--- src/rtl/azadi_pinmux_cfg.sv ---
// Pad multiplexer with per-pad configuration registers, input synchronizers and
// glitch filters, plus a single-cycle register port with a sticky lock.
module azadi_pinmux_cfg #(
    parameter int NUM_IO     = 24,
    parameter int NUM_PERIPH = 16,
    parameter int FILT_W     = 8
) (
    input  logic                  clk_i,
    input  logic                  rst_ni,
    input  logic                  reg_req_i,
    input  logic                  reg_we_i,
    input  logic [7:0]            reg_addr_i,
    input  logic [31:0]           reg_wdata_i,
    output logic [31:0]           reg_rdata_o,
    output logic                  reg_ack_o,
    output logic                  reg_err_o,
    input  logic [NUM_PERIPH-1:0] periph_out_i,
    input  logic [NUM_PERIPH-1:0] periph_oe_i,
    output logic [NUM_PERIPH-1:0] periph_in_o,
    input  logic [NUM_IO-1:0]     io_in_i,
    output logic [NUM_IO-1:0]     io_out_o,
    output logic [NUM_IO-1:0]     io_oeb_o,
    output logic [NUM_IO-1:0]     io_ren_o
);

    localparam int SEL_W  = $clog2(NUM_PERIPH + 1);
    localparam int IO_W   = $clog2(NUM_IO);
    localparam int PIDX_W = (NUM_PERIPH > 1) ? $clog2(NUM_PERIPH) : 1;
    localparam logic [7:0] ADDR_LOCK = 8'(NUM_IO);
    localparam logic [7:0] ADDR_FTHR = 8'(NUM_IO + 1);

    typedef struct packed {
        logic             filt;
        logic             pull;
        logic             inv;
        logic [SEL_W-1:0] sel;
    } padcfg_t;

    padcfg_t           cfg_q [NUM_IO];
    padcfg_t           cfg_d [NUM_IO];
    logic [FILT_W-1:0] cnt_q [NUM_IO];
    logic [FILT_W-1:0] cnt_d [NUM_IO];
    logic [FILT_W-1:0] fthr_q, fthr_d;
    logic              lock_q, lock_d;
    logic [NUM_IO-1:0] sync1_q, sync2_q, sync_val, filt_q, filt_d, cfg_chg;
    logic              ack_q, err_q, err_d;
    logic [31:0]       rdata_q, rdata_d;

    logic              addr_pad, addr_ok, wsel_bad;
    logic [IO_W-1:0]   pad_idx;
    logic [SEL_W-1:0]  wsel;
    padcfg_t           wr_cfg;
    logic              unused_wdata;

    // SEL is 1-based; SEL=k routes peripheral function k-1.
    function automatic logic [PIDX_W-1:0] sel2idx(input logic [SEL_W-1:0] sel);
        return PIDX_W'(sel - SEL_W'(1));
    endfunction

    assign addr_pad     = reg_addr_i < ADDR_LOCK;
    assign addr_ok      = reg_addr_i <= ADDR_FTHR;
    assign pad_idx      = reg_addr_i[IO_W-1:0];
    assign wsel         = reg_wdata_i[SEL_W-1:0];
    assign wsel_bad     = wsel > SEL_W'(NUM_PERIPH);
    assign wr_cfg       = '{filt: reg_wdata_i[10], pull: reg_wdata_i[9],
                            inv: reg_wdata_i[8], sel: wsel_bad ? '0 : wsel};
    assign unused_wdata = ^reg_wdata_i[31:11];

    // NOTE: every always_comb output gets a default first, so no path can infer a latch.
    always_comb begin
        cfg_d   = cfg_q;
        lock_d  = lock_q;
        fthr_d  = fthr_q;
        cfg_chg = '0;
        err_d   = 1'b0;
        rdata_d = '0;
        if (reg_req_i) begin
            if (!addr_ok) begin
                err_d = 1'b1;
            end else if (reg_we_i) begin
                if (lock_q) begin
                    err_d = 1'b1;
                end else if (addr_pad) begin
                    cfg_d[pad_idx]   = wr_cfg;
                    err_d            = wsel_bad;
                    cfg_chg[pad_idx] = (wr_cfg.sel != cfg_q[pad_idx].sel) ||
                                       (wr_cfg.filt != cfg_q[pad_idx].filt);
                end else if (reg_addr_i == ADDR_LOCK) begin
                    lock_d = lock_q | reg_wdata_i[0];
                end else begin
                    fthr_d = reg_wdata_i[FILT_W-1:0];
                end
            end else if (addr_pad) begin
                rdata_d[SEL_W-1:0] = cfg_q[pad_idx].sel;
                rdata_d[8]         = cfg_q[pad_idx].inv;
                rdata_d[9]         = cfg_q[pad_idx].pull;
                rdata_d[10]        = cfg_q[pad_idx].filt;
            end else if (reg_addr_i == ADDR_LOCK) begin
                rdata_d[0] = lock_q;
            end else begin
                rdata_d[FILT_W-1:0] = fthr_q;
            end
        end
    end

    // The filter steps with the old configuration; a SEL/FILT change then wipes the count.
    always_comb begin
        for (int n = 0; n < NUM_IO; n++) begin
            sync_val[n] = sync2_q[n] ^ cfg_q[n].inv;
            filt_d[n]   = filt_q[n];
            cnt_d[n]    = cnt_q[n];
            if (!cfg_q[n].filt) begin
                filt_d[n] = sync_val[n];
                cnt_d[n]  = '0;
            end else if (sync_val[n] == filt_q[n]) begin
                cnt_d[n] = '0;
            end else if (cnt_q[n] >= fthr_q) begin
                filt_d[n] = sync_val[n];
                cnt_d[n]  = '0;
            end else begin
                cnt_d[n] = cnt_q[n] + FILT_W'(1);
            end
            if (cfg_chg[n]) begin
                cnt_d[n] = '0;
            end
        end
    end

    // Walking downward lets the lowest-index pad win the periph_in_o slot.
    always_comb begin
        io_out_o    = '0;
        io_oeb_o    = '1;
        io_ren_o    = '1;
        periph_in_o = '0;
        for (int n = NUM_IO - 1; n >= 0; n--) begin
            io_ren_o[n] = ~cfg_q[n].pull;
            if (cfg_q[n].sel != '0) begin
                io_out_o[n]                      = periph_out_i[sel2idx(cfg_q[n].sel)] ^ cfg_q[n].inv;
                io_oeb_o[n]                      = ~periph_oe_i[sel2idx(cfg_q[n].sel)];
                periph_in_o[sel2idx(cfg_q[n].sel)] = filt_q[n];
            end
        end
    end

    // NOTE: state updates use <= so every flop samples the pre-edge value of every other.
    always_ff @(posedge clk_i or negedge rst_ni) begin
        if (!rst_ni) begin
            // NOTE: the config array is reset too, because it drives the pads straight out of reset.
            for (int n = 0; n < NUM_IO; n++) begin
                cfg_q[n] <= '0;
                cnt_q[n] <= '0;
            end
            fthr_q  <= '0;
            lock_q  <= 1'b0;
            sync1_q <= '0;
            sync2_q <= '0;
            filt_q  <= '0;
            ack_q   <= 1'b0;
            err_q   <= 1'b0;
            rdata_q <= '0;
        end else begin
            for (int n = 0; n < NUM_IO; n++) begin
                cfg_q[n] <= cfg_d[n];
                cnt_q[n] <= cnt_d[n];
            end
            fthr_q  <= fthr_d;
            lock_q  <= lock_d;
            sync1_q <= io_in_i;
            sync2_q <= sync1_q;
            filt_q  <= filt_d;
            ack_q   <= reg_req_i;
            err_q   <= err_d;
            rdata_q <= rdata_d;
        end
    end

    assign reg_ack_o   = ack_q;
    assign reg_err_o   = err_q;
    assign reg_rdata_o = rdata_q;

endmodule

--- config.mk ---
export PLATFORM = sky130hd
export DESIGN_NAME = azadi_pinmux_cfg
export DESIGN_NICKNAME = d
export VERILOG_FILES = /design/src/rtl/azadi_pinmux_cfg.sv
export SDC_FILE = /design/constraint.sdc
export NUM_CORES = 2
export LEC_CHECK = 0
export ABC_CLOCK_PERIOD_IN_PS = 9000
export CORE_MARGIN = 2
export CORE_UTILIZATION = 65
export DETAILED_ROUTE_END_ITERATION = 10
export PLACE_DENSITY = 0.85
export SLEW_MARGIN = 20
export SYNTH_ARGS = -nofsm -noshare
export SYNTH_HDL_FRONTEND = slang
export SYNTH_SLANG_ARGS = --single-unit
export TNS_END_PERCENT = 20
--- constraint.sdc ---
create_clock -name clk_i -period 9 [get_ports clk_i]
set_input_delay 2.7 -clock clk_i [delete_from_list [all_inputs] [get_ports clk_i]]
set_output_delay 2.7 -clock clk_i [all_outputs]
set_load 0.02 [all_outputs]
* Word-level counts from Yosys, hierarchy flattened
Cells that the tools add are included.
Word-level totals: bits in registers 478, bits in latches 0, RAM bits 0, ROM bits 0, memories kept 0
Cells by class: add/subtract/negate cells 48, multipliers 0, div/mod/pow operators 0, order comparisons 79, eq/ne operators 75, shift-type cells 0, mux-type cells 437, bitwise gates (word level) 103, reductions and logical operators 78
Operators with widths (count):
- two-way mux 8 bit | 99
- two-way mux 16 bit | 24
- bitwise mux 16 bit | 23
- two-way mux 1 bit | 202
- adder 8 x 1 -> 8 bit, second input constant | 24
- binary-select mux 1 bit (select 4 bit) | 48
- bitwise mux 192 bit | 1
- >= comparator 8 bit | 24
- less-than comparator 4 x 5 -> 1 bit, second input constant | 24
- two-way mux 24 bit | 5
- nonzero test 5 bit | 24
- demux 1 bit (select 4 bit) | 24
- >= comparator 4 x 1 -> 1 bit, second input constant | 24
- subtractor 4 x 1 -> 4 bit, second input constant | 24
- NOT 1 bit | 51
- != test 2 x 1 -> 1 bit, second input constant | 24
- != test 2 bit, second input constant | 24
- AND reduction 2 bit | 24
- XOR 1 bit | 48
- binary-select mux 8 bit (select 5 bit) | 1
- demux 8 bit (select 5 bit) | 1
- two-way mux 11 bit | 3
- logical AND 1 bit | 26
- bitwise AND 24 bit | 1
- other kinds (22) | 47

* Logic depth before layout (Yosys ltp)
word-level depth 53, gate-level depth with buffers 13, depth with buffers taken out 10

* Least setup slack after synthesis
No wires, ideal clock.
path type input to output, start in periph_out_i[0], end out io_out_o[22], arrival 4.263 ns, setup slack 2.037 ns, stages on the path 5, path buffers 1, path through clkbuf_1 > mux4_2 > mux4_2 > xnor2_1 > a21oi_1
Between the ends: word-level cells in the longest chain between the ends 4
RTL lines:
- start: declaration | RTL line 17 | input logic [NUM_PERIPH-1:0] periph_out_i,
- binary-select mux 1 bit (select 4 bit) | RTL line 138 | io_out_o[n] = periph_out_i[sel2idx(cfg_q[n].sel)] ^ cfg_q[n].inv;
- two-way mux 1 bit (not written as such) | RTL line 138
- XOR 1 bit | RTL line 138
- two-way mux 1 bit | RTL line 137 | if (cfg_q[n].sel != '0) begin
- end: declaration | RTL line 21 | output logic [NUM_IO-1:0] io_out_o,
No other way between the ends. The select of a mux whose other input is x is not followed.

* Worst setup path after layout
start reg cfg_q[144] in the netlist's numbering, end out periph_in_o[7]
Between the ends: word-level cells in the longest chain between the ends 17, elaborated cells on any way between the ends 19, classes of those cells add/sub (1); order compare (2); mux (14); reduce/logical (2)
RTL lines:
- start: declaration | RTL line 39 | padcfg_t cfg_q [NUM_IO];
- start signal: indexed assignment | RTL line 163 | cfg_q[n] <= cfg_d[n];
- subtractor 4 x 1 -> 4 bit | RTL line 57 | return PIDX_W'(sel - SEL_W'(1));
- less-than comparator 4 x 5 -> 1 bit (not written as such) or >= comparator 4 x 1 -> 1 bit (tied branches) | RTL line 140 | periph_in_o[sel2idx(cfg_q[n].sel)] = filt_q[n];
- logical AND 1 bit (not written as such) | RTL line 140
- two-way mux 1 bit (not written as such) | RTL line 140
- demux 1 bit (select 4 bit) | RTL line 140
- bitwise mux 16 bit | RTL line 140
- two-way mux 16 bit (*) | RTL line 137
- bitwise mux 16 bit | RTL line 140
- two-way mux 16 bit (*) | RTL line 137
- bitwise mux 16 bit | RTL line 140
- two-way mux 16 bit (*) | RTL line 137
- bitwise mux 16 bit | RTL line 140
- two-way mux 16 bit (*) | RTL line 137
- bitwise mux 16 bit | RTL line 140
- two-way mux 16 bit (*) | RTL line 137
- bitwise mux 16 bit | RTL line 140
- two-way mux 16 bit (*) | RTL line 137
- end: declaration | RTL line 19 | output logic [NUM_PERIPH-1:0] periph_in_o,
Mark *: on every way between the ends. The rest lies on a longest branch, timed or not.

==> results.yml <==
grt:
  grt_pass1_vias: 38000
  grt.total_usage: 0.457
  antenna_found_initial: 5
  grt_max_degree: 170
  overflow: 0
  grt_pass1_wl_um: 231000
logic_synthesis:
  async_flop_share: 1.00
  synth_top_cell_by_area: "dfrtp_1"
  synthMuxAreaShare: 0.180
  synth.distinct_cells: 81
  synth_most_common_cell: "dfrtp_1"
  synthTopCellsByCount: "dfrtp_1 (478), nand2_1 (411), ha_1 (336), mux4_2 (253), o21ai_0 (232)"
  synth-simple-area-share: 0.183
  synth_edf_count: 0
  ys_seq_area_frac: 0.285
  synth_xor_area_frac: 0.0574
  synth_top_family_by_area: "simple AND/OR/NAND/NOR gates"
  avgSynthCellArea_um2: 9.48
  synth-compound-area-share: 0.149
  synth_seq_cells: 478
  synth_top_area_frac: 0.285
  synthAdderAreaFrac: 0.100
  synth_area_um2: 42000
  synthCells: 4427
  yosys_warnings: 0
  ys_top_cells_by_area: "dfrtp_1 (29%), mux4_2 (14%), ha_1 (10%)"
  ys.flop_type: "dfrtp_1"
worst_setup_path:
  critPathRequiredTime_ps: 6300
  crit_start: "cfg_q[144]"
  r2r_end: "cnt_q[159]"
  r2r-start: "cfg_q[187]"
  crit_arrival_ps: 5970
  r2r.worst_path.cells: 9
  worst-setup-path-type: "flip-flop to primary output"
  start_kind: "flip-flop"
  worstPathMaxFanout: 14
  critPathCaptureType: "primary output"
  r2r_setup_slack_ps: 4210
timing:
  max_slew_margin: 0.142
  layout_min_cycle_time_ps: 8670
  max_freq_mhz: 115
  rsz0062_at_grt: "no"
  hold_viol: 0
  min_period_over_period: 0.963
  tns_ps: 0
  worst_pin_slew_ps: 1290
  setup_viol: 0
  worst_slack_ps: 331
  slew_viol_final: 0
  skew_ps: 29.8
final_layout:
  drive_gt1_frac: 0.142
  final_nets: 4877
  area_growth_pct: 9.70
  fill_cells: 4613
drt:
  viasPerCell: 7.42
  firstDrtPassIters: 9
  wl_met3_um: 23500
  totalWireLength_um: 155000
  routed.top_layer: "met5"
  drcViolationCount: 0
  wire_per_inst_um: 28.9
  vias: 39600
  drt-initial-drc-count: 5957
  routed-wl-met2_um: 65100
  ant_nets: 0
  wirelength_met1_um: 54100
cts:
  cts_setup_buffers: 0
  ctsResizeCount: 0
  clock_sinks: 478
  tritoncts: "built"
  cts_max_level: 2
  cts_buffers: 51
  clk_path_buf_depth: 3
  hold_buffers: 0
  clock_latency_ps: 630
  cts-root-buf: "clkbuf_16"
  clk_pin_slew_worst_paths_ps: 60
place:
  place.gp.congestion: 1.14
  numPortBuffers: 179
  dpl_worst_slack_ps: 637
  post-dp-hpwl_um: 113000
min_path:
  min_to: "sync2_q[20]"
  min_path_cells: 0
  min_path_type: "flip-flop to flip-flop"
  min-delay-start: "sync1_q[20]"
pwr:
  vdd_ir_drop_max_v: 0.000155
  p_leak_nw: 18.6
  power-per-cell-area_nw_per_um2: 127
die:
  io_pins: 222
  die_y_um: 258
  rows: 93
  die_x_um: 258
  coreArea_um2: 64100
  start_util: 0.654
  fp.dieArea_um2: 66600
run_status:
  status: "complete, no violations"
job:
  cap_violations: 0
## cells by family after synthesis
group / Yosys count
AO/OA/AOI/OAI: 955
other: 1
buffers and inverters: 473
AND/OR/NAND/NOR: 1485
adder cells (fa/ha/maj): 336
multiplexers: 424
flip-flops: 478
XOR/XNOR: 275
## area by class of cell
class | count | area, um2 | area share
antenna | 3 | 7.51 | 0.000163
sequential | 478 | 12000 | 0.260
timing repair buffer | 257 | 2390 | 0.0520
multi-input combinational | 3496 | 28200 | 0.613
tap | 855 | 1070 | 0.0232
inverter | 157 | 589 | 0.0128
clock buffer | 68 | 1440 | 0.0313
clock inverter | 27 | 359 | 0.00780
## how the worst max path moves through the flow
stage,to,slack [ps],cells past startpoint
after floorplan,io_out_o[22],2040,5
after global placement,io_out_o[12],690,7
after detailed placement,io_out_o[12],640,7
after CTS,periph_in_o[7],580,9
after global routing,periph_in_o[7],260,9
final,periph_in_o[7],330,9
## placed cells by master (no fill, tap or decap), types with 153 or more instances in the layout
master / n
a21oi_1: 166
clkdlybuf4s50_1: 174
dfrtp_1: 478
ha_1: 336
inv_1: 153
mux4_2: 253
nand2_1: 411
nand3_1: 204
nor2_1: 162
nor4_1: 158
o21ai_0: 232
o22ai_1: 154
xor2_1: 153
## where the power goes
group	total, W	switching [W]	internal [W]
registers	0.00227	0.0000767	0.00219
clock network	0.00228	0.000941	0.00133
logic	0.00132	0.000799	0.000520
total	0.00586	0.00182	0.00404
## state kept, by name, indices dropped and copies added, names as in the netlist, 8 cells and up
register / flops
sync1_q: 24
cnt_q: 192
reg_rdata_o: 11
sync2_q: 24
filt_q: 24
cfg_q: 192
fthr_q: 8
## metal layers
layer | GRT usage | up-vias
met4 | 0.273 | 2
met3 | 0.158 | 771
met2 | 0.667 | 3190
li1 | - | 16700
met1 | 0.590 | 19000
met5 | 0 | -
## critical path, stage by stage, from the launching register on
cell and delay [ps]:
dfrtp_1 940, inv_1 230, ha_1 370, xnor2_1 710
nand2b_1 460, o22ai_1 180, nor4_1 520, o21ai_0 280
o311ai_0 880, clkdlybuf4s50_1 780
## per-stage QoR
step	power, W	util	cells	hold WS (ps)	instance area [um2]
6_report	0.00586	0.718	5341	347	46000
2_1_floorplan	0.00306	-	4447	331	42000
5_1_grt	0.00602	0.718	5339	354	46000
3_5_place_dp	0.00356	0.689	5243	335	44200
4_1_cts	0.00581	0.718	5338	347	46000
3_3_place_gp	0.00351	0.689	5243	332	44200
(Power assumes the default switching activity.)
